## config.mk

```make
export PLATFORM = sky130hd
export DESIGN_NAME = bus_slave_mem
export DESIGN_NICKNAME = d
export VERILOG_FILES = /design/src/rtl/bus_slave_mem.sv
export SDC_FILE = /design/constraint.sdc
export NUM_CORES = 1
export LEC_CHECK = 0
export ABC_CLOCK_PERIOD_IN_PS = 6400
export CAP_MARGIN = 20
export CORE_ASPECT_RATIO = 1.2
export CORE_MARGIN = 4
export CORE_UTILIZATION = 65
export DETAILED_ROUTE_END_ITERATION = 6
export GPL_TIMING_DRIVEN = 1
export PLACE_DENSITY = 0.89
export SYNTH_ARGS = -nofsm -noshare
export SYNTH_HDL_FRONTEND = slang
export SYNTH_SLANG_ARGS = --single-unit
```

## constraint.sdc

```tcl
create_clock -name clk -period 6.4 [get_ports clk]
set_clock_uncertainty 0.2 [all_clocks]
set_input_delay 1.92 -clock clk [delete_from_list [all_inputs] [get_ports clk]]
set_output_delay 1.92 -clock clk [all_outputs]
set_load 0.1 [all_outputs]
```

## src/rtl/bus_slave_mem.sv

```systemverilog
// rtl/bus_slave_mem.sv - word-addressed scratch memory slave on the req/ack bus
module bus_slave_mem #(
    parameter int SLAVE_ID = 0,
    parameter int DEPTH    = 16,
    parameter int AW       = 4,
    parameter int LATENCY  = 2
) (
    input  logic        clk,
    input  logic        rst,
    input  logic        req,
    input  logic        cmd,
    input  logic [31:0] addr,
    input  logic [31:0] wdata,
    output logic        ack,
    output logic [31:0] rdata,
    output logic        busy,
    output logic [15:0] wr_cnt,
    output logic [15:0] rd_cnt
);

    localparam logic [1:0] ST_IDLE    = 2'd0;
    localparam logic [1:0] ST_WAIT    = 2'd1;
    localparam logic [1:0] ST_ACK     = 2'd2;
    localparam logic [1:0] ST_RELEASE = 2'd3;
    localparam logic [3:0] LAT_LOAD   = 4'(LATENCY - 1);

    logic [1:0]    state_q, state_d;
    logic [3:0]    cnt_q, cnt_d;
    logic          cmd_q, cmd_d;
    logic [AW-1:0] idx_q, idx_d;
    logic [31:0]   wdata_q, wdata_d;
    logic          ack_q, ack_d;
    logic [31:0]   rdata_q, rdata_d;
    logic          busy_q, busy_d;
    logic [15:0]   wr_cnt_q, wr_cnt_d;
    logic [15:0]   rd_cnt_q, rd_cnt_d;
    logic [31:0]   mem_q [DEPTH];
    logic [31:0]   mem_d [DEPTH];

    logic          hit;
    logic          enter_ack;
    logic          op_cmd;
    logic [AW-1:0] op_idx;
    logic [31:0]   op_wdata;
    logic          unused_addr;

    assign hit         = req && (addr[31] == 1'(SLAVE_ID));
    assign unused_addr = ^{addr[30:AW+2], addr[1:0]};

    always_comb begin
        state_d = state_q;
        cnt_d   = cnt_q;
        cmd_d   = cmd_q;
        idx_d   = idx_q;
        wdata_d = wdata_q;
        busy_d  = busy_q;
        case (state_q)
            ST_IDLE: begin
                if (hit) begin
                    cmd_d   = cmd;
                    idx_d   = addr[AW+1:2];
                    wdata_d = wdata;
                    cnt_d   = LAT_LOAD;
                    busy_d  = 1'b1;
                    state_d = (LATENCY == 1) ? ST_ACK : ST_WAIT;
                end
            end
            ST_WAIT: begin
                if (cnt_q <= 4'd1) begin
                    cnt_d   = 4'd0;
                    state_d = ST_ACK;
                end else begin
                    cnt_d = cnt_q - 4'd1;
                end
            end
            ST_ACK: state_d = ST_RELEASE;
            ST_RELEASE: begin
                // A master holding req until it sees ack fall must not be re-accepted.
                if (!req) begin
                    state_d = ST_IDLE;
                    busy_d  = 1'b0;
                end
            end
            default: state_d = ST_IDLE;
        endcase
    end

    // With single-cycle latency the access happens on the accept edge, so use live inputs.
    always_comb begin
        enter_ack = (state_d == ST_ACK);
        op_cmd    = (state_q == ST_IDLE) ? cmd          : cmd_q;
        op_idx    = (state_q == ST_IDLE) ? addr[AW+1:2] : idx_q;
        op_wdata  = (state_q == ST_IDLE) ? wdata        : wdata_q;
        mem_d     = mem_q;
        ack_d     = enter_ack;
        rdata_d   = rdata_q;
        wr_cnt_d  = wr_cnt_q;
        rd_cnt_d  = rd_cnt_q;
        if (enter_ack) begin
            if (op_cmd) begin
                mem_d[op_idx] = op_wdata;
                if (wr_cnt_q != 16'hFFFF) wr_cnt_d = wr_cnt_q + 16'd1;
            end else begin
                rdata_d = mem_q[op_idx];
                if (rd_cnt_q != 16'hFFFF) rd_cnt_d = rd_cnt_q + 16'd1;
            end
        end
    end

    always_ff @(posedge clk) begin
        if (!rst) begin
            state_q  <= ST_IDLE;
            cnt_q    <= 4'd0;
            cmd_q    <= 1'b0;
            idx_q    <= '0;
            wdata_q  <= 32'd0;
            ack_q    <= 1'b0;
            rdata_q  <= 32'd0;
            busy_q   <= 1'b0;
            wr_cnt_q <= 16'd0;
            rd_cnt_q <= 16'd0;
            for (int i = 0; i < DEPTH; i++) mem_q[i] <= 32'd0;
        end else begin
            state_q  <= state_d;
            cnt_q    <= cnt_d;
            cmd_q    <= cmd_d;
            idx_q    <= idx_d;
            wdata_q  <= wdata_d;
            ack_q    <= ack_d;
            rdata_q  <= rdata_d;
            busy_q   <= busy_d;
            wr_cnt_q <= wr_cnt_d;
            rd_cnt_q <= rd_cnt_d;
            mem_q    <= mem_d;
        end
    end

    assign ack    = ack_q;
    assign rdata  = rdata_q;
    assign busy   = busy_q;
    assign wr_cnt = wr_cnt_q;
    assign rd_cnt = rd_cnt_q;

endmodule

```

; ---- Word level (Yosys, flattened, before mapping)
; Index checks and enable logic that the tools add are counted.
[totals]
wordCells = 74
out_inout_bits = 66
in_bits = 68
reg_bits = 621
[classes]
eq_ne = 8
n_bitwise = 3
addsub = 3
mux = 19
n_reduce_logical = 12
order_cmp = 3
[ops]
columns = cell, count
row1 = bitwise mux 512 bit, 1
row2 = binary-select mux 32 bit (select 4 bit), 1
row3 = demux 32 bit (select 4 bit), 1
row4 = two-way mux 32 bit, 4
row5 = "adder 16 x 1 -> 16 bit, second input constant", 2
row6 = "!= test 16 bit, second input constant", 2
row7 = two-way mux 4 bit, 3
row8 = AND reduction 3 bit, 3
row9 = case mux 2 bit (4 select lines), 1
row10 = case mux 4 bit (2 select lines), 1
row11 = AND reduction 2 bit, 4
row12 = "equality test 2 bit, second input constant", 3
row13 = two-way mux 2 bit, 3
row14 = ">= comparator 5 bit, second input constant", 1
row15 = "less-than comparator 5 x 1 -> 1 bit, second input constant", 1
row16 = NOT 4 -> 5 bit, 1
row17 = "less-or-equal comparator 4 x 1 -> 1 bit, second input constant", 1
row18 = "!= test 2 bit, second input constant", 2
row19 = nonzero test 2 bit, 2
row20 = "subtractor 4 x 1 -> 4 bit, second input constant", 1
row21 = two-way mux 1 bit, 3
row22 = "equality test 2 x 1 -> 1 bit, second input constant", 1
row23 = logical AND 1 bit, 2
row24 = logical NOT 2 bit, 1
row25 = other kinds (2), 3

; ---- Depth between registers and ports, before layout
[logic_depth]
ltp_word = 8
mapped_depth = 10
mapped_depth_nobuf = 8

; ---- Least setup slack after synthesis
; No wires, ideal clock.
[synth_timing]
path_type = input to register
startpoint = input cmd
endpoint = register mem_q[388] (netlist bit)
setup_time_ns = 0.116
path_buffers = 1
slack_ns = 2.783
required_ns = 6.084
stages = 7
arrival_ns = 3.301
cell_sequence = nor3b_2 -> o2111a_1 -> nand2b_1 -> nor2_4 -> clkbuf_1 -> nand2_1 -> o211a_1
[synth_between]
elab_chain_len = 2
[synth_lines]
columns = element, line
row1 = "start, declared", 11  ; input logic cmd,
row2 = two-way mux 1 bit, 91  ; op_cmd = (state_q == ST_IDLE) ? cmd : cmd_q;
row3 = AND reduction 2 bit (no line), -
row4 = "end signal, assigned", 134  ; mem_q <= mem_d;
row5 = "end, declared", 37  ; logic [31:0] mem_q [DEPTH];
; No other way between the ends.
; A chain may end at the register's enable or synchronous reset.

; ---- Worst setup path in the final report
[layout_timing]
startpoint = input addr[3]
endpoint = register mem_q[329] (netlist bit)
[layout_between]
elab_chain_len = 7
word_cells_on_any_way = 8
classes_between = order compare: 2 / mux: 4 / bitwise: 1 / reduce/logical: 1
[layout_lines]
columns = element, line
row1 = "start, declared", 12  ; input logic [31:0] addr,
row2 = two-way mux 4 bit (*), 92  ; op_idx = (state_q == ST_IDLE) ? addr[AW+1:2] : idx_q;
row3 = NOT 4 -> 5 bit (not written as such) (*), 101  ; mem_d[op_idx] = op_wdata;
row4 = >= comparator 5 bit (not written as such) / less-than comparator 5 x 1 -> 1 bit (equally long branches), 101
row5 = logical AND 1 bit (not written as such), 101
row6 = two-way mux 32 bit (not written as such), 101
row7 = demux 32 bit (select 4 bit) (*), 101
row8 = bitwise mux 512 bit (*), 101
; Mark *: on every way between the ends. The rest lies on a longest branch, timed or not.

==> impl_metrics.csv <==
group,metric,value,unit
outcome,status,"finished, violations left",
outcome,violations,"DRC",
synthesis,synth_edf_count,0,
floorplan,pin_count,134,
floorplan,rows,81,
final_layout,n_antenna_cell,0,
place,place_inst,3205,
clock_tree,cts_tree,"done",
synthesis,yosys_warnings,0,
synthesis,yosysTopAreaCell,"dfxtp_1",
place,preCtsSetupSlack,1.10,ns
timing,hold_viol,0,
setup_path,cp.arrival,4.95,ns
synthesis,syn_area,26700,sq um
synthesis,synth.area.top_cells,"dfxtp_1, o211a_1, nand2_1",
global_routing,grt_use_total,32.2,%
min_path,hold_path_end,"wdata_q[19]$_SDFFE_PN0P_",
route,routedWlPerCell,22.2,um
pwr,max-vdd-ir-drop,0.331,mV
timing,slew_viol_final,0,
final_layout,layout_common_cells,"dfxtp_1, nand2_1, o211a_1",
synthesis,syn_avg_cell_area,9.55,sq um
floorplan,die_w,193,um
pwr,power_density,305,nW/um^2
route,via_count,22600,
synthesis,synth_seq_area_share,46.6,%
setup_path,start_kind,"input pin",
clock_tree,post_cts_buffers,0,
min_path,holdCritStartpoint,"wdata_q[19]$_SDFFE_PN0P_",
synthesis,synthCells,2792,
synthesis,syn_nets,2864,
synthesis,synth_top_area_share,46.6,%
clock_tree,cts_max_path_buffers,3,
clock_tree,cts_sinks,621,
clock_tree,post_cts_resized,0,
synthesis,ys_ff_latch,621,
setup_path,crit_fanout,38,
floorplan,core_area,40600,sq um
final_layout,final_common_cell,"dfxtp_1",
final_layout,final_cells,3319,
pwr,power_leakage,16.2,nW
route,firstDrtPassIters,7,
timing,worst_pin_slew,1.14,ns
global_routing,grt_max_degree,174,
clock_tree,root_buffer,"clkbuf_16",
run,cap_violations,0,
floorplan,die_h,230,um
timing,rsz0062_at_grt,"false",
min_path,min_path_cells,2,
clock_tree,clock_latency,0.61,ns
place,dp_hpwl,41100,um
synthesis,ys_types,56,
setup_path,r2r_setup_slack,2.66,ns
timing,setup_ws,1.75,ns
synthesis,ys.flop_type,"dfxtp_1",
floorplan,start_util,65.6,%
final_layout,final_core_util,73.1,%
final_layout,drive_gt1_share,7.81,%
route,via_per_inst,6.82,
clock_tree,cts_max_level,2,
route,drc_errors,4,
setup_path,end_kind,"flop",
global_routing,antenna_found_initial,0,
setup_path,max_stage_delay,0.59,ns
timing,final.period_utilization,72.6,%
clock_tree,clkSlewWorstSetupHoldPaths,0.06,ns
place,place_area,27600,sq um
final_layout,area_growth_syn_to_layout,11.4,%
min_path,hold_path_class,"reg -> reg",
setup_path,cp_slowest_cell,"or4b_4",
global_routing,first_global_vias,22500,
final_layout,fin_area,29700,sq um
route,drt.antenna.violating_nets,0,
final_layout,final_nets,2803,
place,place_congestion,0.829,
synthesis,ys_async_sr_fraction,0,%
global_routing,overflow,0,
setup_path,rr_startpoint,"state_q[1]$_SDFF_PN0_",
clock_tree,cts_buffers,58,
timing,fin_crit,4.65,ns
setup_path,crit_family,"buffers and inverters",
clock_tree,postCtsHoldBufs,0,
place,port_buffers,106,
timing,tns,0,ns
setup_path,critical_path_class,"in -> reg",
timing,relSlewSlack,22.5,%
setup_path,cp.required,6.70,ns
timing,setup_viol,0,
timing,hold_slack,0.269,ns
route,drt_iter0_markers,2558,
global_routing,grt_pass1_wl,117000,um
setup_path,r2r_cells,6,
setup_path,worst_path_most_repeated_cell,"buf_4",
setup_path,r2r-end,"rdata[21]$_SDFFE_PN0P_",
floorplan,fp.dieArea,44300,sq um
route,drt_wl_total,73700,um
setup_path,crit_path_cell_trace,"clkdlybuf4s50_1 -> or4b_4 -> o21ai_4 -> buf_12 -> buf_4 -> nor3b_4 -> buf_4 -> nand2_1 -> o211a_1",
timing,max_freq,215,MHz
setup_path,cp.buffers_inverters,4,
pwr,p_total,9.07,mW
## worst reg2reg max path: cells and delay by family (launching register included)
| family | cells | cell delay, ns |
|---|---|---|
| simple gates | 2 | 1.34 |
| compound gates | 3 | 0.82 |
| flops | 1 | 0.73 |
| buf+inv | 1 | 0.50 |
## layer usage
metal	GRT usage, %	part of all wire, %	up-vias
met5	0	0	-
met4	18.4	5.8	0
met3	4.21	8.1	272
met2	54.2	48	1157
met1	39.5	38	11100
li1	-	-	10100
## Yosys cell counts (6+ instances only)
| cell type | instances |
|---|---|
| nor2_1 | 13 |
| inv_1 | 12 |
| nor3_1 | 6 |
| nor2b_1 | 10 |
| nand3_1 | 8 |
| nor4_1 | 35 |
| and3_1 | 7 |
| xor2_1 | 13 |
| nor3b_1 | 6 |
| clkbuf_1 | 99 |
| a22oi_1 | 256 |
| mux2i_1 | 34 |
| nand2_1 | 599 |
| o21ai_0 | 46 |
| xnor2_1 | 9 |
| buf_4 | 57 |
| dfxtp_1 | 621 |
| and2_1 | 28 |
| buf_6 | 17 |
| o211a_1 | 513 |
| a21boi_0 | 46 |
| buf_2 | 124 |
| or3_1 | 8 |
| a21oi_1 | 164 |
| nand4_1 | 8 |
## registers in the layout, summed over array words and instances (netlist names), 2 cells and up
signal,count
wdata_q,32
idx_q,4
cnt_q,4
rdata,32
state_q,2
mem_q,512
rd_cnt,16
wr_cnt,16
## kinds of logic (layout without fill, tap and decap cells)
logic type      after synthesis  count (layout)  share of synthesized area (%)
compound gates             1045            1045                           32.6
simple gates                755             755                           12.3
flops                       621             621                           46.6
buf+inv                     311             299                           6.28
mux                          34              34                           1.28
xor+xnor                     22              22                          0.723
fa+ha+maj                     4               4                          0.188
## power breakdown
group          internal (mW)  leakage, nW  total (mW)  switching (mW)
Sequential              3.95         5.01        4.01          0.0629
Combinational          0.324         10.1        1.36            1.04
Clock                   2.20         1.02        3.70            1.50
## worst max-delay path by stage
stage | startpoint | end | slack [ns] | cells after the start
global placement | addr[3] | mem_q[323]$_SDFFE_PN0P_ | 1.20 | 8
detailed placement | addr[3] | mem_q[339]$_SDFFE_PN0P_ | 1.10 | 8
floorplan | cmd | mem_q[388]$_SDFFE_PN0P_ | 2.78 | 7
CTS | addr[3] | mem_q[329]$_SDFFE_PN0P_ | 1.73 | 8
global route | addr[3] | mem_q[331]$_SDFFE_PN0P_ | 1.69 | 9
finish | addr[3] | mem_q[329]$_SDFFE_PN0P_ | 1.75 | 9
## area by class of cell
cell class                      count  area (sq um)
Sequential cell                   621         12400
Multi-Input combinational cell   1860         12700
Fill cell                        2707         10900
Tap cell                          539           674
Clock inverter                     14           226
Clock buffer                       95          1840
Inverter                           12          45.0
Timing Repair Buffer              178          1770
Note: power is estimated with default switching activity, not from simulation.
